File: config.mk
export PLATFORM = sky130hd
export DESIGN_NAME = game_ctrl
export DESIGN_NICKNAME = d
export VERILOG_FILES = /design/src/rtl/game_ctrl.sv
export SDC_FILE = /design/constraint.sdc
export NUM_CORES = 1
export LEC_CHECK = 0
export ABC_AREA = 1
export CORE_MARGIN = 2
export CORE_UTILIZATION = 48
export CTS_CLUSTER_SIZE = 25
export DETAILED_ROUTE_END_ITERATION = 12
export PLACE_DENSITY = 0.84
export SLEW_MARGIN = 30
export SYNTH_ARGS = -nofsm -noshare
export SYNTH_HDL_FRONTEND = slang
export SYNTH_SLANG_ARGS = --single-unit
File: constraint.sdc
create_clock -name clk -period 4.45 [get_ports clk]
set_input_delay 1.1125 -clock clk [delete_from_list [all_inputs] [get_ports clk]]
set_output_delay 1.1125 -clock clk [all_outputs]
set_load 0.02 [all_outputs]
File: src/rtl/game_ctrl.sv
// Round controller for the register-matching game. It holds the IDLE/PLAY/WIN/LOSE
// state machine, the one-second tick divider, the target LFSR, and the BCD round and
// seconds counters that feed the display stage.
//
// Handshake: start and check_req are single-cycle pulses that have already been
// debounced. Each is sampled on the rising edge of clk. There is no ready/backpressure.
// start is acted on only in IDLE, and check_req only in PLAY. In any other state a
// pulse is dropped and nothing records it.
module game_ctrl #(
    parameter int         TICK_DIV   = 100000000,
    parameter logic [7:0] TIME_LIMIT = 8'h30,
    parameter int         HOLD_TICKS = 3
) (
    input  logic        clk,
    input  logic        reset,
    input  logic        start,
    input  logic        check_req,
    input  logic [63:0] data_string,
    output logic        s,
    output logic        game,
    output logic [15:0] count,
    output logic [15:0] target,
    output logic [1:0]  state
);

    localparam int TW = (TICK_DIV > 1) ? $clog2(TICK_DIV) : 1;
    localparam logic [TW-1:0] TICK_LAST = TW'(TICK_DIV - 1);
    localparam int HW = (HOLD_TICKS > 1) ? $clog2(HOLD_TICKS) : 1;
    localparam logic [HW-1:0] HOLD_LAST = HW'(HOLD_TICKS - 1);
    localparam logic [15:0] LFSR_SEED = 16'hACE1;

    typedef enum logic [1:0] {
        ST_IDLE = 2'b00,
        ST_PLAY = 2'b01,
        ST_WIN  = 2'b10,
        ST_LOSE = 2'b11
    } state_t;

    state_t          state_q, state_d;
    logic [TW-1:0]   tick_cnt_q, tick_cnt_d;
    logic [15:0]     lfsr_q, lfsr_d;
    logic [15:0]     target_q, target_d;
    logic [7:0]      sec_q, sec_d;
    logic [7:0]      round_q, round_d;
    logic [HW-1:0]   hold_q, hold_d;
    logic            s_q, s_d;
    logic            game_q, game_d;

    logic            tick;
    logic [63:0]     pattern;
    logic            match;
    logic            win_now;
    logic            fail_now;
    logic [6:0]      sec_bin;
    logic [6:0]      dec_amt;
    logic            lose_hit;
    logic [7:0]      sec_left;
    logic [7:0]      round_next;

    // Two packed BCD digits (00-99) converted to binary.
    function automatic logic [6:0] bcd_to_bin(input logic [7:0] b);
        return 7'(b[7:4]) * 7'd10 + 7'(b[3:0]);
    endfunction

    // A binary value (0-99) converted to two packed BCD digits.
    function automatic logic [7:0] bin_to_bcd(input logic [6:0] v);
        return {4'(v / 7'd10), 4'(v % 7'd10)};
    endfunction

    assign tick    = (tick_cnt_q == TICK_LAST);
    // The player must enter the target rotated left by 0, 4, 8 and 12 bits, in reg1..reg4.
    assign pattern = {target_q[3:0], target_q[15:4],
                      target_q[7:0], target_q[15:8],
                      target_q[11:0], target_q[15:12],
                      target_q};
    assign match    = (data_string == pattern);
    assign win_now  = (state_q == ST_PLAY) && check_req && match;
    assign fail_now = (state_q == ST_PLAY) && check_req && !match;

    // A wrong guess costs 5 seconds. A tick in the same cycle adds 1 more.
    // The round is lost when the total cost reaches or passes the remaining time.
    assign sec_bin    = bcd_to_bin(sec_q);
    assign dec_amt    = (fail_now ? 7'd5 : 7'd0) + (tick ? 7'd1 : 7'd0);
    assign lose_hit   = (dec_amt != 7'd0) && (dec_amt >= sec_bin);
    assign sec_left   = bin_to_bcd(sec_bin - dec_amt);
    assign round_next = (round_q == 8'h99) ? 8'h01 : bin_to_bcd(bcd_to_bin(round_q) + 7'd1);

    // FSM state register.
    always_ff @(posedge clk or posedge reset) begin
        if (reset) begin
            state_q <= ST_IDLE;
        end else begin
            state_q <= state_d;
        end
    end

    // FSM next-state decode. In PLAY a win takes priority over every loss condition.
    always_comb begin
        state_d = state_q;
        case (state_q)
            ST_IDLE: if (start) state_d = ST_PLAY;
            ST_PLAY: begin
                if (win_now) begin
                    state_d = ST_WIN;
                end else if (lose_hit) begin
                    state_d = ST_LOSE;
                end
            end
            ST_WIN, ST_LOSE: if (tick && (hold_q == HOLD_LAST)) state_d = ST_IDLE;
            default: state_d = ST_IDLE;
        endcase
    end

    // FSM outputs, decoded from the next state so that the registered copies line up with state_q.
    always_comb begin
        s_d    = (state_d != ST_PLAY);
        game_d = (state_d == ST_PLAY);
    end

    // Datapath next values: tick divider, LFSR, target, seconds, round and hold counter.
    always_comb begin
        tick_cnt_d = tick ? '0 : tick_cnt_q + 1'b1;
        lfsr_d     = lfsr_q;
        target_d   = target_q;
        sec_d      = sec_q;
        round_d    = round_q;
        hold_d     = hold_q;
        case (state_q)
            ST_IDLE: begin
                lfsr_d = {lfsr_q[14:0], lfsr_q[15] ^ lfsr_q[13] ^ lfsr_q[12] ^ lfsr_q[10]};
                if (start) begin
                    tick_cnt_d = '0;
                    sec_d      = TIME_LIMIT;
                    target_d   = lfsr_q;
                end
            end
            ST_PLAY: begin
                if (win_now) begin
                    round_d = round_next;
                    hold_d  = '0;
                end else if (lose_hit) begin
                    sec_d   = 8'h00;
                    round_d = 8'h01;
                    hold_d  = '0;
                end else begin
                    sec_d = sec_left;
                end
            end
            default: begin
                if (tick) begin
                    if (hold_q == HOLD_LAST) begin
                        hold_d = '0;
                        sec_d  = 8'h00;
                    end else begin
                        hold_d = hold_q + 1'b1;
                    end
                end
            end
        endcase
    end

    // Datapath and output registers.
    always_ff @(posedge clk or posedge reset) begin
        if (reset) begin
            tick_cnt_q <= '0;
            lfsr_q     <= LFSR_SEED;
            target_q   <= 16'h0000;
            sec_q      <= 8'h00;
            round_q    <= 8'h01;
            hold_q     <= '0;
            s_q        <= 1'b1;
            game_q     <= 1'b0;
        end else begin
            tick_cnt_q <= tick_cnt_d;
            lfsr_q     <= lfsr_d;
            target_q   <= target_d;
            sec_q      <= sec_d;
            round_q    <= round_d;
            hold_q     <= hold_d;
            s_q        <= s_d;
            game_q     <= game_d;
        end
    end

    assign s      = s_q;
    assign game   = game_q;
    assign count  = {round_q, sec_q};
    assign target = target_q;
    assign state  = state_q;

endmodule

; ---- After elaboration in Yosys (flattened, before gate mapping)
; Index checks and enable logic that the tools add are counted.
[op_classes]
addsub = 7
n_mux = 24
n_lt_le_gt_ge = 1
reduce_logical = 17
n_div = 4
bitwise = 4
multipliers = 2
eq_ne = 12
[ops]
columns = op, n
row1 = 27-bit two-way mux, 3
row2 = 64-bit equality test, 1
row3 = 8-bit two-way mux, 8
row4 = "27-bit by 1-bit adder with 27-bit output, second input constant", 1
row5 = "27-bit equality test, second input constant", 1
row6 = 2-bit two-way mux, 8
row7 = 8-bit one-hot mux with 2 select lines, 1
row8 = 7-bit by 4-bit adder with 7-bit output, 2
row9 = "7-bit by 4-bit divider with 7-bit output, second input constant", 2
row10 = "7-bit by 4-bit remainder unit with 7-bit output, second input constant", 2
row11 = "4-bit by 3-bit multiplier with 6-bit output, second input constant", 2
row12 = "8-bit equality test, second input constant", 1
row13 = "7-bit by 1-bit adder with 7-bit output, second input constant", 1
row14 = 4-bit by 7-bit >= comparator with 1-bit output, 1
row15 = 7-bit nonzero test, 1
row16 = 7-bit by 4-bit subtractor with 7-bit output, 1
row17 = "2-bit equality test, second input constant", 3
row18 = 2-bit one-hot mux with 3 select lines, 1
row19 = 3-bit nonzero test, 2
row20 = 1-bit logical AND, 5
row21 = 3-bit by 1-bit adder with 4-bit output, 1
row22 = "2-bit by 1-bit equality test with 1-bit output, second input constant", 2
row23 = "2-bit != test, second input constant", 2
row24 = 2-bit one-hot mux with 2 select lines, 1
row25 = other kinds (14), 18
[word_totals]
inputBits = 68
reg_bits = 81
elab_cells = 80

; ---- Longest topological paths before layout
; Gate-level depths: netlist of the first run.
[depth]
depth_word = 11
mapped_depth = 42

; ---- Least setup slack after synthesis of the first run
; OpenSTA, ideal clock, no wires.
[synth_timing]
path_type = in2reg
start = input port data_string[43]
end = register sec_q[1]
path_slack_ns = -0.463
arrival_ns = 4.796
t_required_ns = 4.333
stages = 35
setup_time_ns = 0.117
n_path_buf = 0
path_cell_list = or2_2 -> o21ai_0 -> nand4_1 -> nor4_1 -> and2_1 -> nor2_1 -> ha_1 -> ha_1 -> inv_1 -> fa_1 -> nand2_1 -> nand2_1 -> a21oi_2 -> nand3_1 -> nor2_2 -> nand2_2 -> nand2_4 -> nand3_4 -> nand3_2 -> nand2_4 -> nand3_1 -> nand3_2 -> nand2_2 -> nand2_2 -> nand2_1 -> nand2_1 -> inv_1 -> ha_1 -> inv_1 -> nand3_2 -> nand2_1 -> inv_1 -> nand3_1 -> nand3_1 -> nand2_1
[synth_between]
elab_chain_cells = 10
elab_cells_between_ends = 16
classes_between = 2 x add/sub / 1 x div / 1 x order compare / 2 x eq/ne / 4 x mux / 6 x reduce/logical
[synth_lines]
columns = item, line
row1 = "start, declared", 18  ; input logic [63:0] data_string,
row2 = 64-bit equality test *, 76  ; assign match = (data_string == pattern);
row3 = 1-bit logical NOT, 78  ; assign fail_now = (state_q == ST_PLAY) && check_req && !match;
row4 = 1-bit logical AND, 78
row5 = 3-bit two-way mux, 83  ; assign dec_amt = (fail_now ? 7'd5 : 7'd0) + (tick ? 7'd1 : 7'd0);
row6 = 3-bit by 1-bit adder with 4-bit output, 83
row7 = 7-bit by 4-bit subtractor with 7-bit output (tied with other cells), 85  ; assign sec_left = bin_to_bcd(sec_bin - dec_amt);
row8 = 7-bit by 4-bit remainder unit with 7-bit output or 1-bit logical AND (tied branches), "67, 84"
row9 = 8-bit two-way mux, 141  ; end else if (lose_hit) begin
row10 = 8-bit two-way mux, 138  ; if (win_now) begin
row11 = 8-bit one-hot mux with 2 select lines, 128  ; case (state_q)
row12 = "end signal, assigned", 168  ; sec_q <= 8'h00;
row13 = "end signal, assigned", 177  ; sec_q <= sec_d;
row14 = "end, declared", 43  ; logic [7:0] sec_q, sec_d;
; Every way passes the cells marked *; elsewhere a longest branch is shown, timed or not. The select of a mux whose other input is x is not followed.
; A chain may end at the register's enable or synchronous reset.

; ---- Worst setup path after layout of the first run
[layout_timing]
start = input port data_string[20]
end = register sec_q[2]
; The elaborated chain is that of the path after synthesis.

==> reports/results.tsv, run 1 <==
metric	value	unit
status	finished with violations	
failing checks	setup timing	
Starting DRT DRC Count	435	
clock root buffer	clkbuf_16	
worst-path maximum fanout	5	
clock net sink count	81	
routed wire length	16.6	mm
GR Overflow Total	0	
Req. time, crit path	4.67	ns
Post-synth EDFFs	0	
pwr dens	199	mW/mm^2
YS warnings	0	
Post-Syn Nets	842	
MaxCap Viol Count	0	
Main synth FF type	dfrtp_1	
fin crit share	122	%
Final Hold Fails	0	
Final Total Pwr	1.58	mW
Rel. slew slack	51.4	%
post-synth top area share	31.3	%
Reg2Reg Depth	37	
Die W	113	microns
pin count of the biggest net entering global routing	52	
leak pwr	3.79	nW
total CTS buffers	9	
Critical Path AT	5.67	ns
Least-Margin Pin Slew	0.727	ns
final setup vio count	6	
first-pass GRT wire length	25.0	mm
post-synth top area cell	dfrtp_1	
CP endpoint kind	flop	
vias in the first global route	5498	
Worst setup SP type	input port	
Fmax	184	MHz
post-synthesis async set-or-reset flop share	100	%
post-synthesis register bit count	81	
post-synthesis sequential area ratio	36.0	%
Final Max Slew Viols	0	
Initial Utilization	49.4	%
Hold Path End	tick_cnt_q[0]	
Pre-antenna DRT Iters	5	
H-tree depth	3	
skew final	0.00745	ns
via count	5765	
core area	0.0115	sq mm
Cell Rows	39	
RePlAce Congestion	0.985	
Synth Area per Inst	7.58	sq um
DR vias/cell	5.41	
Die H	113	microns
DRC	0	
worst skew pair latency	0.34	ns
hold bufs inserted after CTS	0	
clock tree from TritonCTS	yes	
RSZ-0062 raised after global routing	true	
Hold Path Class	flop to flop	
fin util	69.2	%
DP HPWL	11.3	mm
Synth cell types	52	
Peak VDD IR	0.149	mV
Cells after Synth	748	
IO Port Bufs	103	
Reg-to-Reg Start	target[0]	
RR Endpoint	sec_q[2]	
worst hold path startpoint	tick_cnt_q[0]	
share of layout cells above drive strength 1	24.1	%
Final min period	5.44	ns
R2R Setup Slk	-0.69	ns
clock slew at reported path FFs	0.06	ns
CP dominant cell by count	nand2_2	
gr usage total	24.2	%
antenna fix cells	0	
Area Overhead vs Synth	39.9	%
# IOs	104	
Crit Path Class	input port to flop	
post-synthesis cell area	0.00567	sq mm
Die ar.	0.0127	sq mm
Clock Path Buffers	2	
initial antenna violation count	0	
Min-Delay Path Depth	1	
Crit-path slowest cell	fa_2	
Layout Nets	1012	
antenna violation net count after detailed routing	0	
top cells by area, synth	dfrtp_1 31%, nand2_1 10%, inv_1 7.1%	
DR WL/cell	15.6	microns
post-layout worst setup margin	-0.995	ns
Sum Neg Setup Slack	-4.75	ns
critical path's largest stage delay	0.38	ns
## repair_timing
item,CTS,global route
hold endpoints to repair,0,0
pin swaps,25,40
endpoints found under the setup margin,19,18
resized for setup,104,63
setup buffers,13,5
## through the flow
stage	cells	hold WS, ns	worst slack [ns]	instance area [sq um]
3_3_place_gp	1036	0.453	-1.37	7270
4_1_cts	1064	0.471	-0.719	7680
2_1_floorplan	748	0.432	-0.397	5680
6_report	1066	0.469	-0.995	7930
3_5_place_dp	1036	0.464	-1.49	7270
5_1_grt	1066	0.493	-1.26	7930
## cells in the mapped netlist, types with 4 or more instances
cell / number
nor3_1: 21
o21ai_1: 7
nand3_2: 11
and3_1: 4
clkbuf_1: 10
nand3_1: 38
dfstp_2: 10
o21ai_0: 52
o22ai_1: 7
nand2_1: 151
or2_2: 6
nor4_1: 18
ha_1: 21
fa_1: 5
xor2_1: 30
nor2_1: 58
dfrtp_1: 71
nand2_2: 15
inv_1: 108
inv_2: 5
nand4_1: 16
xnor2_1: 17
a21oi_1: 23
## critical path: cells and delay by family
kind / cells / cell delay, ns
compound gates: 1 / 0.14
xor+xnor: 1 / 0.14
buf+inv: 8 / 0.73
simple gates: 24 / 2.75
fa+ha+maj: 3 / 0.79
## layer usage
metal  up-vias  GRT usage (%)  part of all wire (%)
met3        56           5.36                   6.8
met4         0           8.94                   4.0
li1       2793              -                     -
met5         -              0                     0
met2       244           42.8                    50
met1      2672           28.7                    39
## cell type report
type	instances	area [sq um]
inverters	114	434
multi-input cells	539	3470
clock inverters	4	52.6
flip-flops and latches	81	2040
fillers	866	3540
well taps	143	179
repair buffers	173	1510
clock buffers	12	246
## how the worst max path moves through the flow
stage / endpoint / slack, ns / from
2_1_floorplan: sec_q[1] / -0.40 / data_string[43]
4_1_cts: sec_q[2] / -0.72 / data_string[28]
3_5_place_dp: sec_q[1] / -1.49 / data_string[32]
3_3_place_gp: sec_q[1] / -1.37 / data_string[32]
5_1_grt: sec_q[1] / -1.26 / data_string[16]
6_report: sec_q[2] / -0.99 / data_string[20]
## sequential cells by signal, summed over array words and instances (netlist names)
register	cells
tick_cnt_q	27
lfsr_q	16
target	16
round_q	8
sec_q	8
hold_q	2
state	2
game	1
s	1
## cell families (layout without fill, tap and decap cells)
| kind of cell | count (synthesis) | count (layout) | share of synthesized area [%] |
|---|---|---|---|
| fa+ha+maj | 26 | 26 | 6.40 |
| buf+inv | 128 | 303 | 8.54 |
| simple gates | 357 | 357 | 30.6 |
| xor+xnor | 47 | 47 | 7.26 |
| compound gates | 109 | 109 | 11.3 |
| flops | 81 | 81 | 36.0 |
## cells in the final DEF (no fill, tap or decap), drive strengths merged, types with 18 or more instances in the layout
| cell | netlist | layout |
|---|---|---|
| o21ai | 61 | 61 |
| dfrtp | 71 | 71 |
| xor2 | 30 | 30 |
| nor4 | 18 | 18 |
| nor2 | 62 | 62 |
| nand3 | 50 | 50 |
| buf | 4 | 81 |
| clkdlybuf4s50 | 0 | 63 |
| nor3 | 23 | 23 |
| ha | 21 | 21 |
| nand2 | 169 | 169 |
| inv | 113 | 112 |
| a21oi | 25 | 25 |
## where the power goes
group / total (mW) / switching, mW / internal, mW / leakage, nW
Sequential: 0.737 / 0 / 0.737 / 1.05
Clock: 0.737 / 0.286 / 0.451 / 0.147
Combinational: 0.108 / 0.0478 / 0.0601 / 2.60
Note: power is estimated with default switching activity, not from simulation.
==> inputs of run 2 (changes only) <==
CAP_MARGIN = 20   (was unset)
CORE_ASPECT_RATIO = 0.5   (was unset)
GPL_ROUTABILITY_DRIVEN = 0   (was unset)
==> run 2 against run 1 <==
  * The run still ends with setup timing left
  * Critical path depth stayed put
  * First-iteration DRC count stayed put
  * Die area grew 0.41%
  * Global-route usage is 1.8 points higher
  * Via count grew 1.6%
  * Wire length rose by 3.7%
  * Non-clock buffer count increased by 4
  * Cell area up 1.0%
  * Utilization increased by 2.1 points
  * Sequential power hardly changed
  * Cell count is 1.9% higher
  * Setup slack gained 0.24 ns
==> reports/results.tsv, run 2 (synthesis results as in run 1) <==
metric	value	unit
GR Overflow Total	0	
Peak VDD IR	0.194	mV
Fmax	192	MHz
Clock Path Buffers	2	
MaxCap Viol Count	0	
leak pwr	3.99	nW
DP HPWL	12.0	mm
Die W	158	microns
pin count of the biggest net entering global routing	40	
DRC	0	
Starting DRT DRC Count	435	
IO Port Bufs	103	
clock net sink count	81	
most frequent cells in the layout	140 x nand2_1, 101 x inv_1, 73 x buf_4	
Die H	80.9	microns
Crit-path slowest cell	clkdlybuf4s50_1	
Rel. slew slack	51.1	%
final setup vio count	5	
antenna fix cells	0	
RSZ-0062 raised after global routing	true	
Crit path buffers/inverters	6	
Cell Rows	27	
Finished Cell Area	0.00801	sq mm
clock root buffer	clkbuf_16	
post-layout worst setup margin	-0.753	ns
routed wire length	17.3	mm
fin util	71.2	%
Critical Path AT	5.43	ns
max reg flops	27	
pwr dens	201	mW/mm^2
Final Max Slew Viols	0	
Multi-input gate area	0.00345	sq mm
Hold WS	0.500	ns
DR vias/cell	5.39	
core area	0.0112	sq mm
first-pass GRT wire length	26.1	mm
total CTS buffers	9	
worst skew pair latency	0.34	ns
critical path's largest stage delay	0.42	ns
vias in the first global route	5578	
status	finished with violations	
filler cell count	764	
Worst setup SP type	input port	
CP top delay family	simple AND/OR/NAND/NOR gates	
antenna violation net count after detailed routing	0	
Die ar.	0.0128	sq mm
Top reg by flops	tick_cnt_q	
worst-path maximum fanout	5	
FF/Latch Area	0.00204	sq mm
gr usage total	25.9	%
Least-Margin Pin Slew	0.732	ns
H-tree depth	3	
CP dominant cell by count	nand2_2	
commonest non-fill, non-tap cell in the layout	nand2_1	
Area after DPL	0.00731	sq mm
Pre-antenna DRT Iters	5	
via count	5856	
Area Overhead vs Synth	41.3	%
Layout Nets	1016	
skew final	0.0110	ns
clock tree from TritonCTS	yes	
pre-CTS setup slack	-1.49	ns
fin crit share	117	%
Final min period	5.20	ns
share of layout cells above drive strength 1	24.2	%
Initial Utilization	50.4	%
Hold Path Class	flop to flop	
Final Hold Fails	0	
Req. time, crit path	4.68	ns
failing checks	setup timing	
CP endpoint kind	flop	
Sum Neg Setup Slack	-3.12	ns
clock slew at reported path FFs	0.06	ns
Crit Path Class	input port to flop	
DR WL/cell	15.9	microns
initial antenna violation count	0	
# IOs	104	
-- run 2: changes by cell type in the layout (fill, tap and decap cells not counted), sizes merged --
| cell | change |
|---|---|
| clkbuf | -4 |
| dlymetal6s2s | +16 |
| inv | +3 |
| dlygate4sd2 | +10 |
| buf | -2 |
| clkdlybuf4s15 | -1 |
| clkdlybuf4s50 | -18 |
-- run 2: final cells by class --
cell class | count | area share [%]
Clock inverter | 7 | 1.09
Timing Repair Buffer | 177 | 19.7
Tap cell | 159 | 2.48
Sequential cell | 81 | 25.5
Multi-Input combinational cell | 539 | 43.1
Inverter | 114 | 5.39
Clock buffer | 9 | 2.81
-- run 2: layer usage --
| metal | vias to the layer above | wire length [microns] | track usage [%] | share of wire (%) |
|---|---|---|---|---|
| li1 | 2803 | - | - | - |
| met2 | 184 | 8810 | 47.0 | 51 |
| met4 | 0 | 589 | 10.8 | 3.4 |
| met3 | 47 | 910 | 5.34 | 5.3 |
| met5 | - | 0 | 0 | 0 |
| met1 | 2822 | 6950 | 30.4 | 40 |
-- run 2: repair_timing --
| action | in CTS | in global routing |
|---|---|---|
| resized for setup | 92 | 65 |
| pin swaps | 44 | 43 |
| endpoints found under the setup margin | 13 | 17 |
| buffers inserted | 9 | 6 |
| hold buffers | 0 | 0 |
-- run 2: metrics by stage --
stage / instances / power [mW]
3_5_place_dp: 1056 / 0.857
4_1_cts: 1081 / 1.62
2_1_floorplan: 748 / 0.781
5_1_grt: 1086 / 1.66
6_report: 1086 / 1.61
3_3_place_gp: 1056 / 0.855
-- run 2: power breakdown --
group / internal [mW] / switching [mW]
registers: 0.737 / 0
logic: 0.0552 / 0.0476
clock network: 0.447 / 0.323
total: 1.24 / 0.371
-- run 2: path summary, 6_finish.rpt --
kind | from | end | slack, ns | depth (start not counted)
min in group asynchronous | reset | lfsr_q[4] | 1.06 | 2
min reg2reg | hold_q[1] | hold_q[1] | 0.50 | 2
max | data_string[16] | sec_q[2] | -0.75 | 37
max in group asynchronous | reset | lfsr_q[15] | 2.56 | 3
min | hold_q[1] | hold_q[1] | 0.50 | 2
max reg2reg | target[6] | sec_q[2] | -0.42 | 38
-- run 2: worst reg2reg max path, delay by kind of cell, from the launching register on --
family | cells | cell delay [ns]
fa+ha+maj | 4 | 0.87
buf+inv | 6 | 0.46
compound gates | 1 | 0.13
flops | 1 | 0.45
xor+xnor | 1 | 0.15
simple gates | 26 | 2.65
